$ cat src/rtl/oqpsk_tx_pkg.sv
// Shared definitions for the OQPSK transmit framer: frame section states
// and the default header constants.
package oqpsk_tx_pkg;

  typedef enum logic [2:0] {
    ST_IDLE = 3'd0,
    ST_PRE  = 3'd1,
    ST_SFD  = 3'd2,
    ST_PHR  = 3'd3,
    ST_PAY  = 3'd4
  } state_e;

  localparam logic [7:0] SFD_DEFAULT     = 8'hA7;
  localparam int         MAX_LEN_DEFAULT = 127;
  localparam int         PHR_W           = 8;
  localparam int         LEN_W           = 7;

endpackage

$ cat src/rtl/tx_byte_hold.sv
// One-entry payload holding register. The upstream side pushes through a
// valid/ready handshake and the framer pops when a payload byte starts.
// A push and a pop in the same cycle hand the old byte to the popper while
// the new byte takes its place. Clear drops any held byte on frame abort.
module tx_byte_hold (
  input  logic       clk_i,
  input  logic       rst_i,
  input  logic       clear_i,
  input  logic       push_i,
  input  logic [7:0] data_i,
  input  logic       pop_i,
  output logic [7:0] data_o,
  output logic       full_o,
  output logic       full_next_o
);

  logic [7:0] data_q, data_d;
  logic       full_q, full_d;

  // Next occupancy and contents: clear wins, then a push refills after a pop
  always_comb begin
    full_d = full_q;
    data_d = data_q;
    if (clear_i) begin
      full_d = 1'b0;
    end else begin
      if (pop_i) begin
        full_d = 1'b0;
      end
      if (push_i) begin
        full_d = 1'b1;
        data_d = data_i;
      end
    end
  end

  // Holding register storage
  always_ff @(posedge clk_i or posedge rst_i) begin
    if (rst_i) begin
      full_q <= 1'b0;
      data_q <= 8'h00;
    end else begin
      full_q <= full_d;
      data_q <= data_d;
    end
  end

  assign data_o      = data_q;
  assign full_o      = full_q;
  assign full_next_o = full_d;

endmodule

$ cat src/rtl/oqpsk_tx_framer.sv
// Frame builder ahead of the OQPSK modulator: preamble, SFD, length byte
// and payload, all LSB-first, one bit per bit strobe. A new byte is chosen
// on the first strobe of each byte slot, so a payload byte only has to be
// held by the edge of the last strobe of the byte before it.
// PREAMBLE_BYTES is expected to be at least 1.
module oqpsk_tx_framer
  import oqpsk_tx_pkg::*;
#(
  parameter int         PREAMBLE_BYTES = 4,
  parameter logic [7:0] SFD            = SFD_DEFAULT,
  parameter int         MAX_LEN        = MAX_LEN_DEFAULT
) (
  input  logic             clk_i,
  input  logic             rst_i,
  input  logic             bit_en_i,
  input  logic             start_i,
  input  logic [LEN_W-1:0] len_i,
  input  logic [7:0]       data_in_i,
  input  logic             data_valid_i,
  output logic             data_ready_o,
  output logic             bit_out_o,
  output logic             tx_en_o,
  output logic             busy_o,
  output logic             done_o,
  output logic             err_o
);

  localparam logic [7:0]       PRE_CNT   = 8'(PREAMBLE_BYTES);
  localparam logic [LEN_W-1:0] MAX_LEN_V = LEN_W'(MAX_LEN);

  state_e           state_q, state_d;
  logic [7:0]       shift_q, shift_d;
  logic [2:0]       bitCnt_q, bitCnt_d;
  logic [7:0]       byteCnt_q, byteCnt_d;
  logic [LEN_W-1:0] len_q, len_d;
  logic [LEN_W-1:0] acceptCnt_q, acceptCnt_d;
  logic             bitOut_q, bitOut_d;
  logic             done_q, done_d;
  logic             err_q, err_d;
  logic             dataReady_q, dataReady_d;

  logic             holdPush, holdPop, holdClear;
  logic [7:0]       holdData;
  logic             holdFull, holdFullNext;
  logic [7:0]       byteSel;
  logic             emitByte;
  logic             lenOk;

  assign holdPush = data_valid_i && dataReady_q;
  assign lenOk    = (len_i != '0) && (len_i <= MAX_LEN_V);

  tx_byte_hold u_hold (
    .clk_i       (clk_i),
    .rst_i       (rst_i),
    .clear_i     (holdClear),
    .push_i      (holdPush),
    .data_i      (data_in_i),
    .pop_i       (holdPop),
    .data_o      (holdData),
    .full_o      (holdFull),
    .full_next_o (holdFullNext)
  );

  // Frame sequencing: byte selection on slot start, shifting, section changes
  always_comb begin
    state_d     = state_q;
    shift_d     = shift_q;
    bitCnt_d    = bitCnt_q;
    byteCnt_d   = byteCnt_q;
    len_d       = len_q;
    acceptCnt_d = acceptCnt_q;
    bitOut_d    = bitOut_q;
    done_d      = 1'b0;
    err_d       = 1'b0;
    holdPop     = 1'b0;
    holdClear   = 1'b0;
    byteSel     = 8'h00;
    emitByte    = 1'b0;

    if (holdPush) begin
      acceptCnt_d = acceptCnt_q + 1'b1;
    end

    if (state_q == ST_IDLE) begin
      if (start_i) begin
        if (lenOk) begin
          state_d     = ST_PRE;
          len_d       = len_i;
          shift_d     = 8'h00;
          bitCnt_d    = 3'd0;
          byteCnt_d   = 8'd0;
          acceptCnt_d = '0;
        end else begin
          err_d = 1'b1;
        end
      end
    end else if (bit_en_i) begin
      if (bitCnt_q == 3'd0) begin
        case (state_q)
          ST_PRE: begin
            byteSel   = 8'h00;
            byteCnt_d = byteCnt_q + 8'd1;
            emitByte  = 1'b1;
          end
          ST_SFD: begin
            byteSel  = SFD;
            emitByte = 1'b1;
          end
          ST_PHR: begin
            byteSel  = {{(PHR_W-LEN_W){1'b0}}, len_q};
            emitByte = 1'b1;
          end
          ST_PAY: begin
            if (byteCnt_q == {1'b0, len_q}) begin
              done_d    = 1'b1;
              bitOut_d  = 1'b0;
              state_d   = ST_IDLE;
              holdClear = 1'b1;
            end else if (holdFull) begin
              byteSel   = holdData;
              holdPop   = 1'b1;
              byteCnt_d = byteCnt_q + 8'd1;
              emitByte  = 1'b1;
            end else begin
              err_d     = 1'b1;
              bitOut_d  = 1'b0;
              state_d   = ST_IDLE;
              holdClear = 1'b1;
            end
          end
          default: ;
        endcase
      end else begin
        bitOut_d = shift_q[0];
        shift_d  = {1'b0, shift_q[7:1]};
        bitCnt_d = bitCnt_q + 3'd1;
        if (bitCnt_q == 3'd7) begin
          case (state_q)
            ST_PRE: begin
              if (byteCnt_q == PRE_CNT) begin
                state_d   = ST_SFD;
                byteCnt_d = 8'd0;
              end
            end
            ST_SFD: state_d = ST_PHR;
            ST_PHR: begin
              state_d   = ST_PAY;
              byteCnt_d = 8'd0;
            end
            default: ;
          endcase
        end
      end
    end

    if (emitByte) begin
      bitOut_d = byteSel[0];
      shift_d  = {1'b0, byteSel[7:1]};
      bitCnt_d = 3'd1;
    end
  end

  assign dataReady_d = !holdFullNext && (acceptCnt_d < len_d) && (state_d != ST_IDLE);

  // State, datapath and registered output flags
  always_ff @(posedge clk_i or posedge rst_i) begin
    if (rst_i) begin
      state_q     <= ST_IDLE;
      shift_q     <= 8'h00;
      bitCnt_q    <= 3'd0;
      byteCnt_q   <= 8'd0;
      len_q       <= '0;
      acceptCnt_q <= '0;
      bitOut_q    <= 1'b0;
      done_q      <= 1'b0;
      err_q       <= 1'b0;
      dataReady_q <= 1'b0;
    end else begin
      state_q     <= state_d;
      shift_q     <= shift_d;
      bitCnt_q    <= bitCnt_d;
      byteCnt_q   <= byteCnt_d;
      len_q       <= len_d;
      acceptCnt_q <= acceptCnt_d;
      bitOut_q    <= bitOut_d;
      done_q      <= done_d;
      err_q       <= err_d;
      dataReady_q <= dataReady_d;
    end
  end

  assign data_ready_o = dataReady_q;
  assign bit_out_o    = bitOut_q;
  assign busy_o       = (state_q != ST_IDLE);
  assign tx_en_o      = (state_q != ST_IDLE);
  assign done_o       = done_q;
  assign err_o        = err_q;

endmodule
$ cat config.mk
export PLATFORM = sky130hd
export DESIGN_NAME = oqpsk_tx_framer
export DESIGN_NICKNAME = d
export VERILOG_FILES = /design/src/rtl/oqpsk_tx_pkg.sv /design/src/rtl/tx_byte_hold.sv /design/src/rtl/oqpsk_tx_framer.sv
export SDC_FILE = /design/constraint.sdc
export NUM_CORES = 1
export LEC_CHECK = 0
export CORE_AREA = 3 3 60 90
export CTS_BUF_LIST = sky130_fd_sc_hd__clkbuf_16
export CTS_CLUSTER_SIZE = 20
export DETAILED_ROUTE_END_ITERATION = 12
export DIE_AREA = 0 0 63 93
export HOLD_SLACK_MARGIN = 0.08
export PLACE_DENSITY = 0.83
export SLEW_MARGIN = 25
export SYNTH_ARGS = -nofsm -noshare
export SYNTH_HDL_FRONTEND = slang
export SYNTH_HIERARCHICAL = 1
export SYNTH_SLANG_ARGS = --single-unit
$ cat constraint.sdc
create_clock -name clk_i -period 3.8 [get_ports clk_i]
set_input_delay 0.76 -clock clk_i [delete_from_list [all_inputs] [get_ports clk_i]]
set_output_delay 0.76 -clock clk_i [all_outputs]
set_load 0.1 [all_outputs]
* Yosys cells after proc, flatten, opt, wreduce, memory -nomap -nowiden
Cells that the tools add are included.
Storage, ports and cells: register bits after elaboration 49, input bits 20, logic and storage cells 140
Operators by class: add/sub/neg operators 3, magnitude comparators 2, equal/unequal tests 19, multiplexer cells 83, bitwise operators 1, reductions and logical operators 20
Operator list (count):
- 8-bit two-way mux | 18
- 7-bit two-way mux | 7
- 3-bit two-way mux | 16
- 1-bit two-way mux | 37
- 8-bit one-hot mux with 2 select lines | 2
- 8-bit one-hot mux with 3 select lines | 1
- 4-bit != test, second input constant | 3
- 3-bit nonzero test | 4
- 3-bit != test, second input constant | 3
- 3-bit one-hot mux with 3 select lines | 1
- 9-bit AND reduction | 1
- 8-bit by 1-bit adder with 8-bit output, second input constant | 1
- 8-bit by 3-bit == test with 1-bit output, second input constant | 1
- 8-bit by 7-bit == test with 1-bit output | 1
- 4-bit AND reduction | 2
- 7-bit by 1-bit adder with 7-bit output, second input constant | 1
- 7-bit <= comparator, second input constant | 1
- 7-bit less-than comparator | 1
- 7-bit nonzero test | 1
- 3-bit by 2-bit == test with 1-bit output, second input constant | 2
- 3-bit == test, second input constant | 2
- 3-bit zero test | 2
- 2-bit != test, second input constant | 3
- 1-bit logical AND | 4
- 12 further kinds | 13

* Depth between registers and ports, before layout
Gate-level depths: netlist of the first run.
depth in word-level cells 12, mapped depth 11

* Modules after synthesis
The synthesis of the first run kept the hierarchy.
By module, submodules not included:
- oqpsk_tx_framer | instances 1, cells each 279, area each 2514.9 µm², sequential area each 975.9 µm²
- tx_byte_hold | instances 1, cells each 23, area each 389.1 µm², sequential area each 225.2 µm²

* Worst setup path after synthesis of the first run
OpenSTA, ideal clock, no wires.
path type reg-to-reg, from register dataReady_q, in the netlist data_ready_o, to register dataReady_q, in the netlist data_ready_o, library setup time 99 ps, arrival 2749 ps, data required time 3701 ps, path slack 951 ps, stages on the path, launching flop included 12, cells stage by stage dfrtp_1 and2_1 clkbuf_1 nand4_1 or2_2 xor2_1 nor2_1 ha_1 nor2b_1 o21ai_0 nand2_1 a311oi_1
Between the ends: cells in the longest elaborated chain, start to end 8
RTL lines:
- start: declaration | RTL line oqpsk_tx_framer.sv:40 | logic dataReady_q, dataReady_d;
- start signal: assignment | RTL line oqpsk_tx_framer.sv:188 | dataReady_q <= dataReady_d;
- 1-bit logical AND * | RTL line oqpsk_tx_framer.sv:49 | assign holdPush = data_valid_i && dataReady_q;
- via holdPush | RTL line oqpsk_tx_framer.sv:42 | logic holdPush, holdPop, holdClear;
- 7-bit two-way mux * | RTL line oqpsk_tx_framer.sv:80 | if (holdPush) begin
- 7-bit two-way mux | RTL line oqpsk_tx_framer.sv:86 | if (lenOk) begin
- 7-bit two-way mux | RTL line oqpsk_tx_framer.sv:85 | if (start_i) begin
- 7-bit two-way mux * | RTL line oqpsk_tx_framer.sv:84 | if (state_q == ST_IDLE) begin
- via acceptCnt_d[5] | RTL line oqpsk_tx_framer.sv:36 | logic [LEN_W-1:0] acceptCnt_q, acceptCnt_d;
- 7-bit less-than comparator * | RTL line oqpsk_tx_framer.sv:163 | assign dataReady_d = !holdFullNext && (acceptCnt_d < len_d) && (state_d != ST_IDLE);
- 1-bit logical AND * (2 in series) | RTL line oqpsk_tx_framer.sv:163
- via dataReady_d | RTL line oqpsk_tx_framer.sv:40
Mark *: on every way through the listed nets, which the timed path passes. The rest lies on a longest branch. A chain may end at the register's enable or synchronous reset.

* Final worst setup path of the first run
from input len_i[3], to register dataReady_q, in the netlist data_ready_o
Between the ends: cells in the longest elaborated chain, start to end 8
RTL lines:
- start: declaration | RTL line oqpsk_tx_framer.sv:17 | input logic [LEN_W-1:0] len_i,
- 7-bit <= comparator or 7-bit nonzero test (tied branches) | RTL line oqpsk_tx_framer.sv:50 | assign lenOk = (len_i != '0) && (len_i <= MAX_LEN_V);
- 1-bit logical AND | RTL line oqpsk_tx_framer.sv:50
- 7-bit two-way mux | RTL line oqpsk_tx_framer.sv:86
- 7-bit two-way mux | RTL line oqpsk_tx_framer.sv:85
- 7-bit two-way mux | RTL line oqpsk_tx_framer.sv:84
- 7-bit less-than comparator | RTL line oqpsk_tx_framer.sv:163
- 1-bit logical AND | RTL line oqpsk_tx_framer.sv:163
- 1-bit logical AND * | RTL line oqpsk_tx_framer.sv:163
- via dataReady_d | RTL line oqpsk_tx_framer.sv:40
Marks and branches as above.

==> impl_results.md, run 1 <==
- CP arrival: 3240 ps
- GRT Total Usage: 24.9%
- Synth cell types: 55
- Slew Viols, Final: 0
- Ant. Diodes: 0
- Layout cells sized above 1: 9.85%
- Tcrit/Tclk final: 82.6%
- Root Driver: clkbuf_16
- P&R area growth vs syn: 15.6%
- Slowest stage delay, CP: 470 ps
- Clock sink count: 48
- Final ANT Viol Nets: 0
- Hold Fails Final Rpt: 0
- Final TNS setup: 0 ps
- DR vias/cell: 6.09
- Initial antenna violation count: 0
- CP max stage cell: nor4_1
- Final design utilization: 70.4%
- Switching part of the total: 41.8%
- Die span in x: 63 µm
- Post-synth EDFFs: 0
- Sequential-to-total area share from yosys stat: 41.4%
- Area of placed instances: 3170 µm²
- Startpoint types: primary input
- Core ar.: 4770 µm²
- DP HPWL: 4.96 mm
- Power density over the cells: 798 nW/µm²
- Post_cts resized: 0
- IO buf count: 25
- First-pass GRT wire length: 11.5 mm
- RSZ-0062 raised after global routing: no
- Sw Pwr: 1.12 mW
- PnR worst setup slack: 661 ps
- Critical Path Sink Type: flop
- P_int: 1.56 mW
- Mapped cell area: 2900 µm²
- Post-Syn Nets: 334
- Outcome: complete, no violations
- Skew final: 8.66 ps
- Die area: 5860 µm²
- Final nets: 357
- Pre-CTS setup slack: 472 ps
- Most used DFF post-synth: dfrtp_1
- Max VDD drop: 448 µV
- Buf/Inv on CP: 1
- Global route total overflow: 0
- Hold_ws: 520 ps
- Dpl cells: 384
- Post-route cell area: 3360 µm²
- Critical-path cell list: clkdlybuf4s50_1, nor4_1, a21bo_2, a21boi_0, ha_1, nand2_1, a21o_1, a31o_2, a21oi_1, a311oi_1
- Clock power share: 20.8%
- Comb power frac: 42.1%
- Pwr Total: 2.68 mW
- Max Cap Viol: 0
- Worst Path Class, Setup: in2reg
- Leakage power: 1.48 nW
- Syn Inst Count: 302
- Rows: 31
- DRC Markers: 0
- CTS Hold Bufs: 0
- Drt wl/cell: 17.4 µm
- Initial DRC count: 204
- # IOs: 26
- Number of synthesized register bits: 48
- CTS buffer count: 5
- Clock Latency Late Sink: 290 ps
- H-tree levels: 2
- Fmax: 319 MHz
- TritonRoute pass-1 iters: 5
- Slew headroom: 34.9%
- Overall routed net length: 6.80 mm
- Number of global-route vias before repair: 2,386
- Worst hold path type: reg2reg
- Critical path data required time: 3910 ps
- Final Instance Count excl. Fillers: 391
- Die height: 93 µm
- RePlAce Congestion: 0.932
- Vias: 2,382
- Synth Warn #: 6
- Final setup violation count: 0
- Clk buf depth: 2
- CTS tree: done
- Post-CTS Setup Inserts: 0
- CP max FO: 12
- Async SR Flop Fraction: 100%
- Crit path max-delay family: compound AO/OA/AOI/OAI gates
- Pin count of the biggest net entering global routing: 40
- Reg clk slew, reported paths: 60 ps
- Initial core utilization: 60.9%
- Average size of a mapped cell: 9.62 µm²
- Slew at the pin with the worst max-slew slack: 973 ps
- Register share of total power: 37.0%
- Post-route minimum period: 3140 ps
## power groups by stage
stage	logic, mW	clock network, mW	registers [mW]
finish	1.13	0.558	0.992
global route	1.25	0.579	1.02
CTS	1.13	0.561	0.984
detailed placement	1.11	0	0.987
global placement	1.08	0	0.980
floorplan	0.873	0	0.961
## synth_stat cells, drive strengths merged (2+ instances only)
master / number / area share [%]
or4: 2 / 0.52
a311oi: 2 / 0.60
nand4: 3 / 0.86
nor2: 25 / 3.2
buf: 6 / 1.9
mux2i: 2 / 0.69
or2: 2 / 0.43
a21boi: 5 / 1.4
dfrtp: 48 / 41
nor2b: 4 / 1.1
inv: 29 / 3.7
mux2: 8 / 4.1
or3: 2 / 0.43
nor4b: 2 / 0.82
a22oi: 3 / 0.78
ha: 12 / 5.2
a31oi: 12 / 2.6
xnor2: 2 / 0.60
xor2: 11 / 3.3
and3: 3 / 0.65
nor4: 3 / 1.7
a32oi: 4 / 1.9
nand3: 23 / 4.0
a21oi: 18 / 3.1
and2: 2 / 0.43
nand2: 21 / 2.8
nor3: 3 / 0.52
nand2b: 3 / 0.65
o211ai: 14 / 3.6
o21ai: 8 / 1.4
o31ai: 2 / 0.52
clkbuf: 5 / 0.65
## layer usage
| layer | share of wire (%) | vias up | track usage, % | wire, µm |
|---|---|---|---|---|
| met5 | 0 | - | 0 | 0 |
| met4 | 2.6 | 0 | 10.1 | 180 |
| met3 | 3.3 | 19 | 3.73 | 222 |
| met2 | 53 | 59 | 44.5 | 3630 |
| met1 | 41 | 1164 | 29.7 | 2770 |
| li1 | - | 1140 | - | - |
## worst reg2reg max path: cells and delay by family, from the launching register on
| kind | cells | cell delay [ps] |
|---|---|---|
| DFF | 1 | 580 |
| AOI/OAI and AO/OA | 4 | 1120 |
| adders and majority gates | 1 | 320 |
| and+or+nand+nor | 4 | 730 |
## state kept, by name (all words and copies together), names as in the netlist, 3 cells and up
name and flops:
len_q 7, bitCnt_q 3, shift_q 7, u_hold/data_o 8, acceptCnt_q 7, state_q 3
byteCnt_q 8
## layout by cell type (no fill, tap or decap), types with 4 or more instances in the layout
cell type and instances:
nand3_1 23, o211ai_1 14, mux2_4 8, clkdlybuf4s50_1 23
o21ai_0 6, nor2_1 25, clkbuf_16 5, inv_1 29
a21oi_1 18, a31oi_1 12, ha_1 12, xor2_1 11
buf_4 4, dfrtp_1 48, nand2_1 20
## worst paths after layout
| kind | from | cells past startpoint | to | slack, ps |
|---|---|---|---|---|
| max reg2reg | state_q[2] | 9 | data_ready_o | 910 |
| max | len_i[3] | 10 | data_ready_o | 660 |
| min | u_hold/data_o[5] | 1 | u_hold/data_o[5] | 520 |
| min reg2reg | u_hold/data_o[5] | 1 | u_hold/data_o[5] | 520 |
| min in group asynchronous | rst_i | 2 | u_hold/full_o | 760 |
| max in group asynchronous | rst_i | 3 | acceptCnt_q[5] | 2520 |
## area by class of cell
cell class / count / area (µm²)
Fill cell: 369 / 1410
Sequential cell: 48 / 1200
Inverter: 29 / 109
Multi-Input combinational cell: 214 / 1520
Clock inverter: 2 / 60.1
Clock buffer: 5 / 125
Timing Repair Buffer: 27 / 260
Tap cell: 66 / 82.6
## logic make-up (layout without fill, tap and decap cells)
family | Yosys count | after routing | synth area share [%]
fa+ha+maj | 12 | 12 | 5.17
flops | 48 | 48 | 41.4
buf+inv | 40 | 63 | 6.33
xor+xnor | 13 | 13 | 3.92
mux | 10 | 10 | 4.83
simple gates | 99 | 99 | 18.4
compound gates | 80 | 80 | 20.0
Power figures use the tool's default switching activity.
==> run 2: changes to the inputs <==
--- a/config.mk
+++ b/config.mk
@@ -5,13 +5,13 @@
 export SDC_FILE = /design/constraint.sdc
 export NUM_CORES = 1
 export LEC_CHECK = 0
-export CORE_AREA = 3 3 60 90
+export CORE_AREA = 3 3 62 93
 export CTS_BUF_LIST = sky130_fd_sc_hd__clkbuf_16
 export CTS_CLUSTER_SIZE = 20
 export DETAILED_ROUTE_END_ITERATION = 12
-export DIE_AREA = 0 0 63 93
+export DIE_AREA = 0 0 65 96
 export HOLD_SLACK_MARGIN = 0.08
-export PLACE_DENSITY = 0.83
+export PLACE_DENSITY = 0.79
 export SLEW_MARGIN = 25
 export SYNTH_ARGS = -nofsm -noshare
 export SYNTH_HDL_FRONTEND = slang
==> constraint.sdc (replaced) <==
create_clock -name clk_i -period 3 [get_ports clk_i]
set_input_delay 0.6 -clock clk_i [delete_from_list [all_inputs] [get_ports clk_i]]
set_output_delay 0.6 -clock clk_i [all_outputs]
set_load 0.1 [all_outputs]
==> run 2 against run 1 <==
Compared with the run above: final cell count grew 2.8%; clock power shrank 3.6%; first-iteration DRC count shrank 45%; register-to-register slack lost 470 ps; power grew 20%; final area grew 0.37%; critical path depth grew 1; non-clock buffer count grew 9; clock skew shrank 6.6 ps; critical path type unchanged; largest power group unchanged; highest routed layer unchanged.
==> impl_results.md, run 2 (synthesized netlist as in run 1, its figures left out) <==
- Layout cells sized above 1: 13.2% (+3.3 points)
- Sw Pwr: 1.40 mW (+25%)
- Number of global-route vias before repair: 2,402 (+0.67%)
- Skew final: 2.09 ps (-6.57 ps)
- Startpoint types: primary input
- Vias: 2,407 (+1.0%)
- TritonRoute pass-1 iters: 4 (-1)
- Clk buf depth: 2 (unchanged)
- Global route total overflow: 0 (unchanged)
- Rows: 32 (+3.2%)
- Initial core utilization: 57.1% (-3.8 points)
- Hold Fails Final Rpt: 0 (unchanged)
- Fmax: 367 MHz
- Final nets: 366 (+2.5%)
- Max VDD drop: 562 µV (+25%)
- Clock Latency Late Sink: 290 ps (about the same)
- Comb power frac: 45.2% (+3.1 points)
- Commonest cells after routing, fill and taps aside: 48 x dfrtp_1, 29 x inv_1, 25 x nor2_1
- Power density over the cells: 958 nW/µm² (+20%)
- Final ANT Viol Nets: 0 (unchanged)
- Post_cts resized: 0 (unchanged)
- Leakage power: 1.51 nW (+2.0%)
- Drt wl/cell: 16.5 µm (-5.0%)
- CP max FO: 9 (-3)
- DP HPWL: 5.03 mm (+1.2%)
- Critical path data required time: 3130 ps (-780 ps)
- CTS buffer count: 5 (unchanged)
- IO buf count: 25 (unchanged)
- Pwr Total: 3.23 mW (+20%)
- Max Cap Viol: 0 (unchanged)
- Die span in x: 65 µm (+3.2%)
- Die area: 6240 µm² (+6.5%)
- First-pass GRT wire length: 11.1 mm (-2.9%)
- GRT Total Usage: 23.2% (-1.7 points)
- RSZ-0062 raised after global routing: no
- Initial antenna violation count: 0 (unchanged)
- Final TNS setup: 0 ps (unchanged)
- # IOs: 26 (unchanged)
- Hold EP: u_hold/data_o[5]
- Dpl cells: 395 (+2.9%)
- Critical-path cell list: clkdlybuf4s50_1, nor4_1, buf_4, a21bo_2, a21boi_0, ha_1, nand2_1, a21o_1, a31o_2, a21oi_1, a311oi_1
- Critical Path Sink Type: flop
- Register share of total power: 38.1% (+1.1 points)
- P&R area growth vs syn: 16.0%
- Crit path max-delay family: compound AO/OA/AOI/OAI gates
- CP max stage cell: clkdlybuf4s50_1
- Fillers: 423 (+15%)
- Setup slack, reg-to-reg: 440 ps (-470 ps)
- Commonest non-fill, non-tap cell in the layout: dfrtp_1
- Clock sink count: 48 (unchanged)
- Worst R2R End: data_ready_o
- CP arrival: 2860 ps (-380 ps)
- Initial DRC count: 113 (-45%)
- Pin count of the biggest net entering global routing: 40 (unchanged)
- Slew Viols, Final: 0 (unchanged)
- Reg clk slew, reported paths: 60 ps (about the same)
- Worst hold start: u_hold/data_o[5]
- Worst Path Class, Setup: in2reg
- Final setup violation count: 0 (unchanged)
- Outcome: complete, no violations
- H-tree levels: 2 (unchanged)
- Post-CTS Setup Inserts: 0 (unchanged)
- Worst hold path type: reg2reg
- Reg2Reg Depth: 9 (unchanged)
- DR vias/cell: 5.99 (-1.7%)
- Reg2reg start: state_q[0]
- Post-route minimum period: 2730 ps
- Slew headroom: 51.8% (+17 points)
- CTS tree: done
- Die height: 96 µm (+3.2%)
- Overall routed net length: 6.65 mm (-2.3%)
- Buf/Inv on CP: 2 (+1)
- Core ar.: 5080 µm² (+6.6%)
- Slowest stage delay, CP: 420 ps (-50 ps)
- RePlAce Congestion: 0.845 (-9.3%)
- DRC Markers: 0 (unchanged)
- Ant. Diodes: 0 (unchanged)
- P_int: 1.82 mW (+17%)
- Slew at the pin with the worst max-slew slack: 720 ps (-254 ps)
- Hold Path Cell Cnt: 1 (unchanged)
- CTS Hold Bufs: 0 (unchanged)
- Clock power share: 16.7% (-4.1 points)
- Switching part of the total: 43.5% (+1.7 points)
- Root Driver: clkbuf_16
- Tcrit/Tclk final: 90.9%
- Final Instance Count excl. Fillers: 402 (+2.8%)
- Hold_ws: 518 ps (-1.69 ps)
run 2: cell count changes in the layout (fill, tap and decap cells not counted):
cell | previous run | this run
bufinv_16 | 2 | 0
buf_4 | 4 | 17
clkinv_1 | 0 | 1
clkdlybuf4s50_1 | 23 | 19
clkinv_4 | 0 | 1
run 2: power by group through the flow:
stage,Combinational (mW),Sequential (mW),Clock (mW)
after floorplan,1.11,1.22,0
after global placement,1.41,1.22,0
after detailed placement,1.45,1.23,0
after CTS,1.46,1.22,0.540
after global routing,1.62,1.27,0.567
final,1.46,1.23,0.538
run 2: through the flow:
| stage | util, % | setup slack [ps] | instance area (µm²) |
|---|---|---|---|
| 2_1_floorplan | - | 151 | 2900 |
| 3_3_place_gp | 63.6 | 147 | 3230 |
| 3_5_place_dp | 63.6 | 33.5 | 3230 |
| 4_1_cts | 66.3 | 289 | 3370 |
| 5_1_grt | 66.3 | 79.1 | 3370 |
| 6_report | 66.3 | 272 | 3370 |
run 2: routing by layer:
layer	vias up	wire length, µm	track usage (%)
met4	0	163	8.29
met3	14	295	4.09
li1	1153	-	-
met1	1170	2770	27.8
met2	70	3410	41.3
met5	-	0	0
run 2: cell type report:
class | instances | area, µm² | area share, %
Timing Repair Buffer | 36 | 318 | 9.43
Multi-Input combinational cell | 214 | 1520 | 45.1
Tap cell | 68 | 85.1 | 2.53
Clock buffer | 5 | 125 | 3.71
Sequential cell | 48 | 1200 | 35.6
Inverter | 29 | 109 | 3.23
Clock inverter | 2 | 12.5 | 0.371
run 2: worst max path at each step:
| stage | slack (ps) | endpoint | start | depth (start not counted) |
|---|---|---|---|---|
| 2_1_floorplan | 150 | data_ready_o | data_ready_o | 11 |
| 3_5_place_dp | 30 | data_ready_o | len_i[3] | 11 |
| 4_1_cts | 290 | data_ready_o | len_i[3] | 11 |
| 3_3_place_gp | 150 | data_ready_o | start_i | 10 |
| 6_report | 270 | data_ready_o | len_i[3] | 11 |
| 5_1_grt | 80 | data_ready_o | len_i[3] | 12 |
